## config.mk

```make
export PLATFORM = sky130hd
export DESIGN_NAME = ex_mdu_seq
export DESIGN_NICKNAME = d
export VERILOG_FILES = /design/src/rtl/ex_mdu_seq.sv
export SDC_FILE = /design/constraint.sdc
export NUM_CORES = 1
export LEC_CHECK = 0
export CORE_MARGIN = 5
export CORE_UTILIZATION = 40
export CTS_CLUSTER_DIAMETER = 40
export DETAILED_ROUTE_END_ITERATION = 8
export PLACE_DENSITY_LB_ADDON = 0.12
export SKIP_LAST_GASP = 1
export SYNTH_ARGS = -nofsm -noshare
export SYNTH_HDL_FRONTEND = slang
export SYNTH_SLANG_ARGS = --single-unit
```

## constraint.sdc

```tcl
create_clock -name clk -period 3.48 [get_ports clk]
set_clock_uncertainty 0.05 [all_clocks]
set_input_delay 0.696 -clock clk [delete_from_list [all_inputs] [get_ports clk]]
set_output_delay 0.696 -clock clk [all_outputs]
set_load 0.02 [all_outputs]
```

## src/rtl/ex_mdu_seq.sv

```systemverilog
`timescale 1ns/1ps
// ex_mdu_seq: iterative unsigned multiply/divide unit.
// One shift-add (multiply) or restoring-subtract (divide) step per cycle,
// WIDTH steps per operation. The hi/lo register pair serves both operations:
//   multiply: {hi,lo} starts as {0, multiplier} and ends as the 2*WIDTH product
//   divide:   {hi,lo} starts as {0, dividend}   and ends as {remainder, quotient}
// A zero divisor therefore naturally yields quotient all-ones and remainder rs1.
module ex_mdu_seq #(
   parameter int WIDTH = 32
) (
   input  logic             clk,
   input  logic             reset_n,
   input  logic             start,
   input  logic [1:0]       op,
   input  logic [WIDTH-1:0] rs1,
   input  logic [WIDTH-1:0] rs2,
   input  logic [4:0]       rd_in,
   input  logic             flush,
   output logic             stall,
   output logic             busy,
   output logic             done,
   output logic [WIDTH-1:0] result,
   output logic [4:0]       rd_out
);

   localparam int CW = $clog2(WIDTH);
   localparam logic [CW-1:0] CNT_LAST = CW'(WIDTH - 1);

   typedef enum logic [1:0] {
      IDLE = 2'b00,
      RUN  = 2'b01,
      DONE = 2'b10
   } state_t;

   state_t           state_r;
   state_t           state_nxt_s;
   logic [CW-1:0]    cnt_r;
   logic [1:0]       op_r;
   logic [WIDTH-1:0] a_r;
   logic [WIDTH-1:0] b_r;
   logic [WIDTH-1:0] hi_r;
   logic [WIDTH-1:0] lo_r;
   logic [4:0]       rd_r;

   logic             accept_s;
   logic             step_s;
   logic             finish_s;
   logic [WIDTH:0]   mul_sum_s;
   logic [WIDTH:0]   div_shift_s;
   logic [WIDTH-1:0] div_diff_s;
   logic             div_ge_s;
   logic [WIDTH-1:0] hi_nxt_s;
   logic [WIDTH-1:0] lo_nxt_s;
   logic [WIDTH-1:0] res_nxt_s;

   // State register; reset drops straight back to IDLE, abandoning any operation.
   always_ff @(posedge clk or negedge reset_n) begin
      if (!reset_n) begin
         state_r <= IDLE;
      end else begin
         state_r <= state_nxt_s;
      end
   end

   // Next-state decode plus the handshake outputs derived from the current state.
   always_comb begin
      state_nxt_s = state_r;
      accept_s    = 1'b0;
      step_s      = 1'b0;
      finish_s    = 1'b0;
      stall       = 1'b0;
      busy        = 1'b0;
      done        = 1'b0;
      case (state_r)
         IDLE: begin
            // Stall is gated by reset so it reads 0 while reset is held.
            stall = start & ~flush & reset_n;
            if (start && !flush) begin
               accept_s    = 1'b1;
               state_nxt_s = RUN;
            end else begin
               state_nxt_s = IDLE;
            end
         end
         RUN: begin
            stall = 1'b1;
            busy  = 1'b1;
            if (flush) begin
               state_nxt_s = IDLE;
            end else if (cnt_r == CNT_LAST) begin
               step_s      = 1'b1;
               finish_s    = 1'b1;
               state_nxt_s = DONE;
            end else begin
               step_s      = 1'b1;
               state_nxt_s = RUN;
            end
         end
         DONE: begin
            // A flush here cannot cancel the pulse already being presented.
            done        = 1'b1;
            state_nxt_s = IDLE;
         end
         default: begin
            state_nxt_s = IDLE;
         end
      endcase
   end

   // One iteration of shift-add multiply or restoring divide on the hi/lo pair.
   always_comb begin
      mul_sum_s   = {1'b0, hi_r} + (lo_r[0] ? {1'b0, a_r} : {(WIDTH+1){1'b0}});
      div_shift_s = {hi_r, lo_r[WIDTH-1]};
      div_ge_s    = (div_shift_s >= {1'b0, b_r});
      div_diff_s  = div_shift_s[WIDTH-1:0] - b_r;
      hi_nxt_s    = hi_r;
      lo_nxt_s    = lo_r;
      if (!op_r[1]) begin
         hi_nxt_s = mul_sum_s[WIDTH:1];
         lo_nxt_s = {mul_sum_s[0], lo_r[WIDTH-1:1]};
      end else if (div_ge_s) begin
         hi_nxt_s = div_diff_s;
         lo_nxt_s = {lo_r[WIDTH-2:0], 1'b1};
      end else begin
         hi_nxt_s = div_shift_s[WIDTH-1:0];
         lo_nxt_s = {lo_r[WIDTH-2:0], 1'b0};
      end
      // op[0] selects the upper half: MULHU high product, REMU remainder.
      res_nxt_s = op_r[0] ? hi_nxt_s : lo_nxt_s;
   end

   // Operand latch, iteration state and the result registers.
   always_ff @(posedge clk or negedge reset_n) begin
      if (!reset_n) begin
         cnt_r  <= {CW{1'b0}};
         op_r   <= 2'b00;
         a_r    <= {WIDTH{1'b0}};
         b_r    <= {WIDTH{1'b0}};
         hi_r   <= {WIDTH{1'b0}};
         lo_r   <= {WIDTH{1'b0}};
         rd_r   <= 5'd0;
         result <= {WIDTH{1'b0}};
         rd_out <= 5'd0;
      end else if (accept_s) begin
         cnt_r <= {CW{1'b0}};
         op_r  <= op;
         a_r   <= rs1;
         b_r   <= rs2;
         hi_r  <= {WIDTH{1'b0}};
         lo_r  <= op[1] ? rs1 : rs2;
         rd_r  <= rd_in;
      end else if (step_s) begin
         cnt_r <= cnt_r + CW'(1);
         hi_r  <= hi_nxt_s;
         lo_r  <= lo_nxt_s;
         if (finish_s) begin
            result <= res_nxt_s;
            rd_out <= rd_r;
         end else begin
            result <= result;
            rd_out <= rd_out;
         end
      end else begin
         cnt_r <= cnt_r;
      end
   end

endmodule
```

==> out/qor.yml, run 1 <==
status:
  status: "finished, final reports clean"
synthesis:
  synth_most_common_cell: "nand2_1"
  synth_top_area_share_pct: 35.69
  ys.warnings.count: 0
  yosys.area.top_type: "dfrtp_1"
  syn_area_per_cell_sq_um: 8.269
  synth_compound_area_share_pct: 24.40
  ys.flop_type: "dfrtp_1"
  yosys.area_share.simple_pct: 19.29
  synth_cell_types: 77
  syn_inst: 1518
  yosysSeqAreaShare_pct: 35.69
  yosys-top-cells-count: "nand2_1 (296), dfrtp_1 (179), a21oi_1 (121), o21ai_0 (92), clkbuf_1 (79)"
  synth_async_sr_flop_share_pct: 100.0
  synth_fp_nets: 1661
  synth_edf_count: 0
  mappedNetlistArea_sq_um: 12550
  synth_top_family_by_area: "compound AO/OA/AOI/OAI gates"
  muxShareOfSynthArea_pct: 5.592
  synth_fa_ha_area_share_pct: 6.898
  synth-seq-cells: 179
  synth.area.top_cells: "dfrtp_1 (36%), nand2_1 (8.9%), ha_1 (6.6%), mux2i_1 (5.5%), a21oi_1 (4.8%)"
  synthXorXnorAreaFrac_pct: 3.349
hold_path:
  hp-class: "in -> async"
place:
  io_buffers: 114
  dp_hpwl_um: 31550
  routabilityCongestion: 0.9317
  place_inst: 2007
critical_path:
  crit_fanout: 10
  worstSetupStartpointType: "register"
  cp-end-kind: "register"
  path_class: "reg -> reg"
  setup.worst_path.start: "lo_r[0]"
  arrival_ns: 3.64
  required_ns: 3.75
  r2r_start: "lo_r[0]"
floorplan:
  die_w_um: 187.1
  dieArea_sq_um: 35020
  start_util_pct: 40.82
  rows: 64
  die_y_um: 187.1
  pin_count: 115
  core_area_sq_um: 30750
clocking:
  cts-buffers-inserted: 17
  cts_root_buffer: "clkbuf_16"
  htree_levels: 4
  clock_latency_ns: 0.46
  cts_tree: "built"
  cts_hold_buf: 0
  cts_buffer_depth: 2
  clock-sinks: 179
  cts.clk_slew.worst_paths_ns: 0.08
sta:
  finalMaxSlewViolations: 0
  fin_crit_ns: 3.367
  finalSetupViolCount: 0
  whs_ns: 0.3125
  fin_crit_sh_pct: 96.75
  worst_slew_pin_slew_ns: 0.8283
  hold_violations: 0
  fin_setup_tns_ns: 0
  slew_headroom_pct: 44.78
  rsz0062_at_grt: "yes"
  fmax_ghz: 0.2970
route:
  drc: 0
  viasPerCell: 5.804
  ant_nets: 0
  first_pass_iters: 5
  wl_per_cell_um: 21.56
  finalWirelength_um: 43980
  first_iter_violations: 886
  num_vias: 11840
global_route:
  use_met1_pct: 33.70
  use_met3_pct: 4.479
  grt_start_max_net_pins: 108
  grt-busiest-layer: "met2"
  grtUsageMet2_pct: 40.78
  grt_pass1_vias: 11960
  track_usage_pct: 24.86
  grt_overflow: 0
  grt_pass1_wl_um: 69440
  antenna_found_initial: 0
power_and_ir_drop:
  p_per_area_nw_per_um2: 729.4
  power_mw: 11.04
  power_leakage_nw: 6.874
  vdd_drop_max_mv: 0.4753
finish:
  diodes: 0
  fin_nets: 1774
  instances_no_fill: 2040
  drive_gt1_share_pct: 9.550
  n_fill_cell: 3014
  areaGrowthSynthToFinish_pct: 20.60
flow_run:
  maxCapViolCount: 0
## cell type report
| cell class | instances | area [sq um] | share of cell area, % |
|---|---|---|---|
| inverter | 61 | 229.0 | 1.513 |
| multi-input combinational | 1183 | 7606 | 50.24 |
| clock buffer | 22 | 484.2 | 3.199 |
| clock inverter | 10 | 75.07 | 0.4959 |
| tap | 396 | 495.5 | 3.273 |
| timing repair buffer | 189 | 1765 | 11.66 |
| sequential | 179 | 4483 | 29.61 |
## critical path, cell delays in order, from the launching register on
cell	delay (ns)
dfrtp_1	0.40
buf_4	0.17
nand2_1	0.11
inv_1	0.05
ha_1	0.28
a211o_1	0.33
a21o_1	0.20
a211o_1	0.31
o21ai_0	0.17
buf_4	0.18
a2111oi_2	0.08
o311a_1	0.30
a2111oi_0	0.46
o21ai_1	0.13
## report_power, final
| group | switching [mW] | total [mW] | internal, mW |
|---|---|---|---|
| logic | 3.83 | 6.27 | 2.44 |
| clock network | 0.901 | 1.90 | 0.994 |
| registers | 0.382 | 2.88 | 2.50 |
| total | 5.11 | 11.0 | 5.93 |
## per-layer routing
metal,vias up,part of all wire [%]
met1,5771,46
met5,-,0
met3,43,4.8
met4,0,2.4
met2,323,47
li1,5703,-
## cell families after synthesis
kind of cell / after synthesis
compound gates: 461
xor+xnor: 48
fa+ha+maj: 68
buf+inv: 156
flops: 179
mux: 70
simple gates: 536
## what timing repair did
action | CTS | global route
pin swaps | 0 | 3
setup endpoints to repair | 1 | 47
setup buffers | 0 | 1
resized for setup | 1 | 19
hold endpoints to repair | 0 | 0
## final timing paths
kind                                   end  slack (ns)  cells past startpoint
worst max register to register  result[18]        0.11                     13
min in group clk                 rd_out[4]        0.42                      2
worst min-delay path               b_r[30]        0.31                      2
worst max-delay path            result[18]        0.11                     13
max in group asynchronous         lo_r[10]        1.78                      3
worst min register to register   rd_out[4]        0.42                      2
## registers in the layout, summed over array words and instances (netlist names)
register	flops
b_r	32
state_r	2
cnt_r	5
result	32
a_r	32
hi_r	32
lo_r	32
op_r	2
rd_r	5
rd_out	5
## cells in the final DEF (no fill, tap or decap), types with 12 or more instances in the layout
cell type and n:
xnor2_1 31, nor2_1 58, nand3_1 33, clkdlybuf4s50_1 112, ha_1 66, a31o_2 13
nor3_1 34, and2_1 42, a21o_1 27, clkbuf_16 17, nand4_1 12, nand2_1 294
xor2_1 17, o221ai_1 33, dfrtp_1 178, a31oi_1 27, mux2i_1 69, o21ai_0 91
buf_4 70, a21boi_0 13, a21oi_1 118, inv_1 59, o211ai_1 22, o31ai_1 19
a211oi_1 12
## per-stage QoR
step / worst slack, ns / utilization, % / cell area (sq um)
finish: 0.1130 / 49.23 / 15140
floorplan: 0.3274 / - / 12550
global placement: 0.1045 / 47.05 / 14470
global route: -0.05328 / 49.23 / 15140
detailed placement: 0.02306 / 47.05 / 14470
CTS: 0.01867 / 48.89 / 15030
Power figures use the tool's default switching activity.
==> run 2: changes to the inputs <==
- CORE_UTILIZATION: 40 -> 59
==> out/qor.yml, run 2 (same netlist as run 1, synthesis figures left out) <==
status:
  status: "finished, final reports clean"  # unchanged
sta:
  worst_slew_pin_slew_ns: 1.101  # was 0.8283 ns
  fmax_ghz: 0.2931  # was 0.2970 GHz
  hold_violations: 0  # unchanged
  finalMaxSlewViolations: 0  # unchanged
  fin_crit_sh_pct: 98.05  # was 96.75%
  rsz0062_at_grt: "yes"  # unchanged
  fin_crit_ns: 3.412  # was 3.367 ns
  slew_headroom_pct: 26.63  # was 44.78%
  finalSetupViolCount: 0  # unchanged
  fin_setup_tns_ns: 0  # unchanged
clocking:
  cts-buffers-inserted: 17  # unchanged
  cts_tree: "built"  # unchanged
  cts_root_buffer: "clkbuf_16"  # unchanged
  cts.clk_slew.worst_paths_ns: 0.08  # about the same
  clock_latency_ns: 0.45  # was 0.46 ns
  cts_buffer_depth: 2  # unchanged
  htree_levels: 4  # unchanged
  clock-sinks: 179  # unchanged
finish:
  drive_gt1_share_pct: 9.625  # was 9.550%
  instances_no_fill: 1927  # was 2,040
  diodes: 0  # unchanged
  layout_commonest_cell: "nand2_1"  # unchanged
  areaGrowthSynthToFinish_pct: 19.57  # was 20.60%
  fin_nets: 1782  # was 1,774
  post-route-util_pct: 71.62  # was 49.23%
  final_cell_mix: "nand2_1 (295), dfrtp_1 (178), a21oi_1 (118), clkdlybuf4s50_1 (112), o21ai_0 (91)"  # was nand2_1 (294), dfrtp_1 (178), a21oi_1 (118), clkdlybuf4s50_1 (112), o21ai_0 (91)
floorplan:
  rows: 53  # was 64
  start_util_pct: 59.90  # was 40.82%
  pin_count: 115  # unchanged
  core_area_sq_um: 20960  # was 30,750 sq um
  die_y_um: 155.9  # was 187.1 um
  dieArea_sq_um: 24290  # was 35,020 sq um
  die_w_um: 155.9  # was 187.1 um
route:
  num_vias: 12300  # was 11,840
  drc: 0  # unchanged
  first_pass_iters: 7  # was 5
  wl_per_cell_um: 21.48  # was 21.56 um
  first_iter_violations: 1200  # was 886
  viasPerCell: 6.383  # was 5.804
  finalWirelength_um: 41400  # was 43,980 um
  ant_nets: 0  # unchanged
global_route:
  grt_overflow: 0  # unchanged
  grt_pass1_vias: 12020  # was 11,960
  antenna_found_initial: 0  # unchanged
  grt_start_max_net_pins: 90  # was 108
  grt_pass1_wl_um: 65720  # was 69,440 um
  track_usage_pct: 34.10  # was 24.86%
critical_path:
  arrival_ns: 3.72  # was 3.64 ns
  cpLargestDelayFamily: "compound AO/OA/AOI/OAI gates"  # unchanged
  cp-end-kind: "register"  # unchanged
  path_cells: "buf_4, and2_1, ha_1, nand2_1, o21ai_0, a22oi_1, o21a_2, buf_4, o31a_1, xnor2_1, nand2_1, a31oi_1"  # was buf_4, nand2_1, inv_1, ha_1, a211o_1, a21o_1, a211o_1, o21ai_0, buf_4, a2111oi_2, o311a_1, a2111oi_0, o21ai_1
  worstSetupStartpointType: "register"  # unchanged
  cpPeakStageDelay_ns: 0.58  # was 0.46 ns
  path_buf_inv: 2  # was 3
  required_ns: 3.79  # was 3.75 ns
  cp_slowest_cell: "o21ai_0"  # was a2111oi_0
  path_class: "reg -> reg"  # unchanged
  crit_fanout: 19  # was 10
power_and_ir_drop:
  p_per_area_nw_per_um2: 747.6  # was 729.4 nW/um^2
  vdd_drop_max_mv: 0.4112  # was 0.4753 mV
  power_leakage_nw: 6.907  # was 6.874 nW
place:
  io_buffers: 114  # unchanged
  routabilityCongestion: 0.9619  # was 0.9317
  dp_hpwl_um: 29500  # was 31,550 um
  place_inst: 1890  # was 2,007
hold_path:
  hp-class: "in -> async"  # unchanged
flow_run:
  maxCapViolCount: 0  # unchanged
==> run 2: cell types whose count changed in the layout (fill, tap and decap cells not counted), moves of 2 or more <==
cell	delta
clkbuf_8	-4
a21boi_0	-3
a21boi_1	+3
buf_4	+7
inv_8	+2
inv_6	+3
clkinv_2	-2
clkinvlp_4	-2
clkinv_8	+2
buf_6	+2
==> run 2: per-stage QoR <==
stage	setup slack (ns)	total power, mW	hold WS (ns)	cell area [sq um]
2_1_floorplan	0.3274	6.954	0.3504	12550
3_3_place_gp	0.1292	8.829	0.3986	14320
3_5_place_dp	0.09314	8.886	0.4039	14320
4_1_cts	0.05611	10.94	0.4063	14920
5_1_grt	-0.05139	11.96	0.4466	15010
6_report	0.06792	11.22	0.3714	15010
==> run 2: layout make-up <==
class | count | area, sq um
Multi-Input combinational cell | 1183 | 7540
Fill cell | 1726 | 5947
Sequential cell | 179 | 4483
Timing Repair Buffer | 197 | 1812
Clock buffer | 18 | 439.2
Tap cell | 275 | 344.1
Inverter | 61 | 229.0
Clock inverter | 14 | 161.4
==> run 2: path summary, 6_finish.rpt <==
kind / startpoint / end / slack (ns) / depth (start not counted)
max: lo_r[0] / result[28] / 0.07 / 12
min in group clk: a_r[31] / a_r[31] / 0.42 / 2
min: reset_n / b_r[28] / 0.37 / 2
min reg2reg: a_r[31] / a_r[31] / 0.42 / 2
max in group asynchronous: reset_n / hi_r[10] / 1.61 / 3
max reg2reg: lo_r[0] / result[28] / 0.07 / 12
==> run 2: where the power goes <==
group	leakage [nW]	internal (mW)	switching, mW
clock network	0.288	1.04	0.974
registers	2.29	2.49	0.407
logic	4.32	2.50	3.80
==> run 2: timing repair <==
item | CTS | global route
setup buffers | 0 | 4
hold buffers | 0 | 0
resized for setup | 0 | 16
setup endpoints to repair | 0 | 20
hold endpoints to repair | 0 | 0
==> run 2: metal layers <==
| metal | GRT usage (%) | part of all wire, % | vias to the layer above |
|---|---|---|---|
| met3 | 6.352 | 9.2 | 78 |
| met5 | 0 | 0 | - |
| met1 | 46.91 | 41 | 5872 |
| li1 | - | - | 5694 |
| met4 | 9.879 | 2.4 | 0 |
| met2 | 55.35 | 47 | 656 |
==> run 2: worst register-to-register path, cell delays in order, from the launching register on <==
cell and delay (ns):
dfrtp_1 0.41, buf_4 0.21, and2_1 0.17, ha_1 0.45
nand2_1 0.12, o21ai_0 0.58, a22oi_1 0.22, o21a_2 0.22
buf_4 0.16, o31a_1 0.28, xnor2_1 0.18, nand2_1 0.10
a31oi_1 0.17
==> run 3: changes to the inputs <==
- CTS_CLUSTER_DIAMETER: 40 -> 80
==> results of run 3 <==
Same layout as run 2: the final DEF is identical, and so are final timing and power.
